===== src/rtl/microondas_pkg.sv =====
// Shared types and constants for the microwave timer blocks.
package microondas_pkg;

  typedef logic [3:0] bcd_t;

  localparam bcd_t BCD_MAX_SEC_TENS = 4'd5;
  localparam bcd_t BCD_NINE         = 4'd9;
  localparam int   SECS_ADD         = 30;

  // SECS_ADD is a whole number of tens, so adding it only touches sec_tens
  // (plus the carry into minutes).
  localparam bcd_t ADD_SEC_TENS = bcd_t'(SECS_ADD / 10);

endpackage


===== src/rtl/temporizador_bcd_tick_gen.sv =====
// tick_gen: one-second prescaler. Counts while en=1, holds while en=0,
// and emits a one-cycle tick on the last count of each second.
module tick_gen #(
  parameter int CLKS_PER_SEC = 50_000_000
) (
  input  logic clk,
  input  logic rst,
  input  logic i_clr,
  input  logic i_en,
  output logic o_tick
);

  localparam int W = (CLKS_PER_SEC > 2) ? $clog2(CLKS_PER_SEC) : 1;
  localparam logic [W-1:0] LAST = W'(CLKS_PER_SEC - 1);

  logic [W-1:0] r_cnt;

  // Tick is combinational so the digits move on the same edge the prescaler wraps.
  assign o_tick = i_en && (r_cnt == LAST);

  // Prescaler: clear wins over enable; wrap to 0 on the tick.
  always_ff @(posedge clk) begin
    if (rst || i_clr) begin
      r_cnt <= '0;
    end else if (i_en) begin
      if (r_cnt == LAST) r_cnt <= '0;
      else               r_cnt <= r_cnt + 1'b1;
    end
  end

endmodule


===== src/rtl/temporizador_bcd.sv =====
// temporizador_bcd: BCD mm:ss cook timer, keypad-loaded, counts down while
// the magnetron is on. Optional "+30 s" key enabled by TIMER_ADD30_EN.
//
// Keypad handshake: key_valid is a one-cycle strobe with no back-pressure;
// key_digit is sampled only in that cycle, and a key that is not accepted
// (magnetron on, or digit would form an illegal time) is simply dropped.
module temporizador_bcd
  import microondas_pkg::*;
#(
  parameter int CLKS_PER_SEC = 50_000_000,
  parameter int MAX_MIN_TENS = 9
) (
  input  logic       clk,
  input  logic       rst,
  input  logic       clearn,
  input  logic       key_valid,
  input  logic [3:0] key_digit,
  input  logic       add30,
  input  logic       mag_on,
  output logic [3:0] min_tens,
  output logic [3:0] min_ones,
  output logic [3:0] sec_tens,
  output logic [3:0] sec_ones,
  output logic       timer_done
);

  localparam bcd_t MAX_MT = bcd_t'(MAX_MIN_TENS);

  bcd_t r_mt, r_mo, r_st, r_so;
  logic r_done;

  logic w_zero, w_key_ok, w_tick;
  bcd_t w_dec_mt, w_dec_mo, w_dec_st, w_dec_so;
  bcd_t w_base_mt, w_base_mo, w_base_st, w_base_so;
  bcd_t w_nxt_mt, w_nxt_mo, w_nxt_st, w_nxt_so;

  assign w_zero = (r_mt == 4'd0) && (r_mo == 4'd0) && (r_st == 4'd0) && (r_so == 4'd0);

  // A key is legal only if the shifted-in layout stays a valid time.
  assign w_key_ok = key_valid && !mag_on && (key_digit <= BCD_NINE)
                    && (r_so <= BCD_MAX_SEC_TENS) && (r_mo <= MAX_MT);

  tick_gen #(.CLKS_PER_SEC(CLKS_PER_SEC)) u_tick_gen (
    .clk    (clk),
    .rst    (rst),
    .i_clr  (!clearn || w_key_ok || w_zero),
    .i_en   (mag_on && !w_zero),
    .o_tick (w_tick)
  );

  // One-second BCD decrement with borrow; only used when the count is nonzero.
  always_comb begin
    w_dec_mt = r_mt;
    w_dec_mo = r_mo;
    w_dec_st = r_st;
    w_dec_so = r_so;
    if (r_so != 4'd0) begin
      w_dec_so = r_so - 4'd1;
    end else begin
      w_dec_so = BCD_NINE;
      if (r_st != 4'd0) begin
        w_dec_st = r_st - 4'd1;
      end else begin
        w_dec_st = BCD_MAX_SEC_TENS;
        if (r_mo != 4'd0) begin
          w_dec_mo = r_mo - 4'd1;
        end else begin
          w_dec_mo = BCD_NINE;
          w_dec_mt = r_mt - 4'd1;
        end
      end
    end
  end

  // Key shift and countdown are exclusive (entry needs mag_on=0, ticks need mag_on=1).
  always_comb begin
    w_base_mt = r_mt;
    w_base_mo = r_mo;
    w_base_st = r_st;
    w_base_so = r_so;
    if (w_key_ok) begin
      w_base_mt = r_mo;
      w_base_mo = r_st;
      w_base_st = r_so;
      w_base_so = key_digit;
    end else if (w_tick) begin
      w_base_mt = w_dec_mt;
      w_base_mo = w_dec_mo;
      w_base_st = w_dec_st;
      w_base_so = w_dec_so;
    end
  end

`ifdef TIMER_ADD30_EN
  bcd_t w_st_sum;

  // +30 s on top of the keyed/decremented value, saturating at MAX_MT9:59.
  always_comb begin
    w_nxt_mt = w_base_mt;
    w_nxt_mo = w_base_mo;
    w_nxt_st = w_base_st;
    w_nxt_so = w_base_so;
    w_st_sum = w_base_st + ADD_SEC_TENS;
    if (add30 && !w_key_ok) begin
      if (w_st_sum <= BCD_MAX_SEC_TENS) begin
        w_nxt_st = w_st_sum;
      end else if ((w_base_mt >= MAX_MT) && (w_base_mo == BCD_NINE)) begin
        w_nxt_mt = MAX_MT;
        w_nxt_mo = BCD_NINE;
        w_nxt_st = BCD_MAX_SEC_TENS;
        w_nxt_so = BCD_NINE;
      end else begin
        w_nxt_st = w_st_sum - 4'd6;
        if (w_base_mo == BCD_NINE) begin
          w_nxt_mo = 4'd0;
          w_nxt_mt = w_base_mt + 4'd1;
        end else begin
          w_nxt_mo = w_base_mo + 4'd1;
        end
      end
    end
  end
`else
  logic w_unused_add30;
  assign w_unused_add30 = add30;

  // Without the +30 s feature the next count is the keyed/decremented value.
  always_comb begin
    w_nxt_mt = w_base_mt;
    w_nxt_mo = w_base_mo;
    w_nxt_st = w_base_st;
    w_nxt_so = w_base_so;
  end
`endif

  // Count register; timer_done is registered alongside so it tracks the digits.
  always_ff @(posedge clk) begin
    if (rst || !clearn) begin
      r_mt   <= 4'd0;
      r_mo   <= 4'd0;
      r_st   <= 4'd0;
      r_so   <= 4'd0;
      r_done <= 1'b1;
    end else begin
      r_mt   <= w_nxt_mt;
      r_mo   <= w_nxt_mo;
      r_st   <= w_nxt_st;
      r_so   <= w_nxt_so;
      r_done <= (w_nxt_mt == 4'd0) && (w_nxt_mo == 4'd0)
                && (w_nxt_st == 4'd0) && (w_nxt_so == 4'd0);
    end
  end

  assign min_tens   = r_mt;
  assign min_ones   = r_mo;
  assign sec_tens   = r_st;
  assign sec_ones   = r_so;
  assign timer_done = r_done;

endmodule

===== config.mk =====
export PLATFORM = sky130hd
export DESIGN_NAME = temporizador_bcd
export DESIGN_NICKNAME = d
export VERILOG_FILES = /design/src/rtl/microondas_pkg.sv /design/src/rtl/temporizador_bcd_tick_gen.sv /design/src/rtl/temporizador_bcd.sv
export SDC_FILE = /design/constraint.sdc
export NUM_CORES = 1
export LEC_CHECK = 0
export ABC_CLOCK_PERIOD_IN_PS = 4900
export BUFFER_PORTS_ARGS = -buffer_cell sky130_fd_sc_hd__buf_2
export CORE_MARGIN = 1.5
export CORE_UTILIZATION = 38
export CTS_BUF_LIST = sky130_fd_sc_hd__clkbuf_2
export DETAILED_ROUTE_END_ITERATION = 8
export GPL_TIMING_DRIVEN = 0
export PLACE_DENSITY = 0.56
export SLEW_MARGIN = 5
export SYNTH_ARGS = -nofsm -noshare
export SYNTH_HDL_FRONTEND = slang
export SYNTH_HIERARCHICAL = 1
export SYNTH_SLANG_ARGS = --single-unit

===== constraint.sdc =====
create_clock -name clk -period 4.9 [get_ports clk]
set_input_delay 0.49 -clock clk [delete_from_list [all_inputs] [get_ports clk]]
set_output_delay 0.49 -clock clk [all_outputs]
set_load 0.02 [all_outputs]

==> qor.yml <==
run_status:
  run_status: "finished, final reports clean"
clock_tree:
  cts_root_cell: "sky130_fd_sc_hd__clkbuf_2"
  postCtsResizedCells: 0
  htreeDepth: 2
  path_clk_slew_ps: 230
  cts.sinks: 43
  cts_post_setup_buffers_inserted: 0
  tritoncts.num_buffers: 5
  buffer_levels_on_the_longest_clock_path: 2
  tritoncts_clock_tree: "built"
  cts_hold_repair.buffers: 0
  clkLatencyLatePin_ps: 420
yosys:
  synthCells: 307
  netlist_top_cells_count: "sky130_fd_sc_hd__dfxtp_1 (43), sky130_fd_sc_hd__nor2_1 (43), sky130_fd_sc_hd__nand2_1 (24), sky130_fd_sc_hd__a21oi_1 (16), sky130_fd_sc_hd__nand4_1 (16)"
  synth_warnings: 6
  post_synth_main_area_contributors: "sky130_fd_sc_hd__dfxtp_1 (35%), sky130_fd_sc_hd__nor2_1 (6.5%), sky130_fd_sc_hd__xor2_1 (4.6%), sky130_fd_sc_hd__nand4_1 (4.0%), sky130_fd_sc_hd__nand2_1 (3.6%)"
  synth-edff-count: 0
  synthDominantCellAreaShare_pct: 34.8
  synth.yosys.seq_area_share_pct: 34.8
  synth-seq-cells: 43
  synth_cell_types: 46
  syn_area_um2: 2470
  asyncSetResetFlopFracSynth_pct: 0
  synth_top_cell_by_area: "sky130_fd_sc_hd__dfxtp_1"
  synth.avg_cell_area_um2: 8.05
  synth_ff_type: "sky130_fd_sc_hd__dfxtp_1"
  syn_nets: 321
pwr:
  ir_worst_vdd_uv: 107
  switching_share_pct: 28.9
  intPower_uw: 412
  p_per_area_nw_per_um2: 212
  total_switching_power_uw: 167
  power_consumption_uw: 580
  comb_power_share_pct: 11.0
  p_leak_nw: 0.956
  seq_power_share_pct: 61.8
  power.clock.fraction_pct: 27.2
placement:
  dp.final_hpwl_um: 4520
  gp_congestion: 0.827
  buffer_ports.inserted: 25
  placedCellCount: 409
cells_and_area:
  post_layout_net_count: 353
  post_layout_nonfiller_instances: 417
  area_growth_syn_to_layout_pct: 10.8
  drive_above_1_share_pct: 17.4
  number_of_diodes_added_for_antenna_fixing: 0
critical_path:
  timing.critical_path.buf_inv: 3
  critPathSlowestCell: "sky130_fd_sc_hd__nor3_1"
  path_max_fanout: 9
  worstPathCellList: "clkbuf_1 -> nor2_2 -> and3_1 -> nand4_1 -> and2_1 -> buf_4 -> and4_2 -> clkbuf_1 -> nand4_1 -> nor3_1 -> nor3b_4 -> nand4_2 -> xnor2_1 -> a2111o_1 -> a21oi_1 -> a41o_1"
  critical-path-max-stage-delay_ps: 520
  startpoint_type: "flop"
  crit_path_category: "reg2reg"
  crit_family: "simple AND/OR/NAND/NOR gates"
  crit_arrival_ps: 4610
  required_ps: 5280
  end_kind: "flop"
detailed_routing:
  drc: 0
  drt-pass1-iter-count: 4
  route.final.wire_length_um: 6150
  drtIter0Drc: 131
  drt.antenna.violating_nets: 0
  routed-via-count: 2308
  avgRoutedWirePerCell_um: 14.8
  detail_route.vias_per_cell: 5.53
sta:
  setup_viol: 0
  fin_skew_ps: 26.6
  drv_slew: 0
  maxSlewHeadroom_pct: 56.2
  unrepaired_setup_endpoints_after_global_routing: "false"
  finalCriticalPeriod_ps: 4230
  hold_violations: 0
  setup_tns_ps: 0
  post-route-period-util_pct: 86.2
  maxClockFrequency_mhz: 237
  worstMarginPinSlew_ps: 652
floorplanning:
  core_area_um2: 6310
  die-area_um2: 7000
  initial_core_utilization_pct: 39.2
  num_rows: 29
  boundaryPins: 27
  die_ht_um: 83.7
  die-width_um: 83.7
flow_run:
  maxCapViolCount: 0
grt:
  grt_pass1_wl_um: 10500
  largest_net_degree_at_the_start_of_global_routing: 15
  gr-total-overflow: 0
  grt_util_all_layers_pct: 18.4
  antenna_found_initial: 0
  first_global_vias: 2078
worst_hold_path:
  hold_path.class: "in2reg"
## worst paths after layout
check	endpoint	slack (ps)	from	cells after the start
setup reg to reg	timer_done	670	sec_ones[2]	16
setup / recovery	timer_done	670	sec_ones[2]	16
hold / removal	u_tick_gen/r_cnt[6]	220	rst	2
hold reg to reg	u_tick_gen/r_cnt[22]	500	u_tick_gen/r_cnt[22]	2
## power groups by stage
stage | combinational, mW | clock, mW | sequential, mW
floorplan | 0.0402 | 0 | 0.368
detailed placement | 0.0637 | 0 | 0.365
CTS | 0.0641 | 0.170 | 0.359
global placement | 0.0646 | 0 | 0.365
global route | 0.0702 | 0.185 | 0.360
finish | 0.0636 | 0.158 | 0.358
## cells in the final DEF, fill, tap and decap left out, drive strengths merged, types with 2 or more instances in the layout
cell and n:
nor3 9, o31ai 7, a21oi 16, clkbuf 14
nand2 24, inv 8, ha 4, nor2 44
a31oi 2, clkinvlp 2, and2 3, buf 37
or3 9, and4 4, a211oi 8, nand2b 2
nand3 8, nor3b 2, a311oi 3, xnor2 8
nand4 19, dfxtp 43, o21ai 13, nor4 12
or4 10, mux2i 3, xor2 13, and3 4
## worst register-to-register path, delay by kind of cell (launching register included)
kind,cells,cell delay (ps)
buffers and inverters,3,690
and+or+nand+nor,9,2220
xor gates and xnor gates,1,220
AOI/OAI and AO/OA,3,720
DFF,1,380
## logic make-up after synthesis
logic type | after synthesis | synth area share (%)
muxes | 3 | 1.21
xor gates and xnor gates | 21 | 7.44
DFF | 43 | 34.8
AOI/OAI and AO/OA | 54 | 14.1
adders and majority gates | 4 | 2.02
buffers and inverters | 29 | 5.67
and+or+nand+nor | 153 | 34.8
## metrics by stage
stage | utilization [%] | instance area, um2 | hold slack (ps) | setup slack, ps
5_1_grt | 43.4 | 2740 | 165 | 311
4_1_cts | 43.4 | 2740 | 179 | 682
3_3_place_gp | 42.7 | 2690 | 465 | 660
3_5_place_dp | 42.7 | 2690 | 482 | 717
2_1_floorplan | - | 2470 | 449 | 1290
6_report | 43.4 | 2740 | 220 | 674
## routing by layer
| metal | GRT usage (%) | part of all wire (%) | wire [um] |
|---|---|---|---|
| met1 | 27.2 | 52 | 3190 |
| met5 | 0 | 0 | 0 |
| met3 | 4.15 | 4.5 | 275 |
| met4 | 5.66 | 1.1 | 69 |
| met2 | 26.5 | 43 | 2620 |
## area by class of cell
cell class / count / area (um2)
well taps: 77 / 96.3
fillers: 694 / 3570
flip-flops and latches: 43 / 861
multi-input cells: 235 / 1470
inverters: 8 / 30.0
repair buffers: 25 / 125
clock buffers: 5 / 25.0
clock inverters: 3 / 20.0
plain buffers: 21 / 110
## flip-flops by register name (all words and copies together), names as in the netlist
name	cells
u_tick_gen/r_cnt	26
timer_done	1
sec_ones	4
sec_tens	4
min_tens	4
min_ones	4
(Power assumes the default switching activity.)
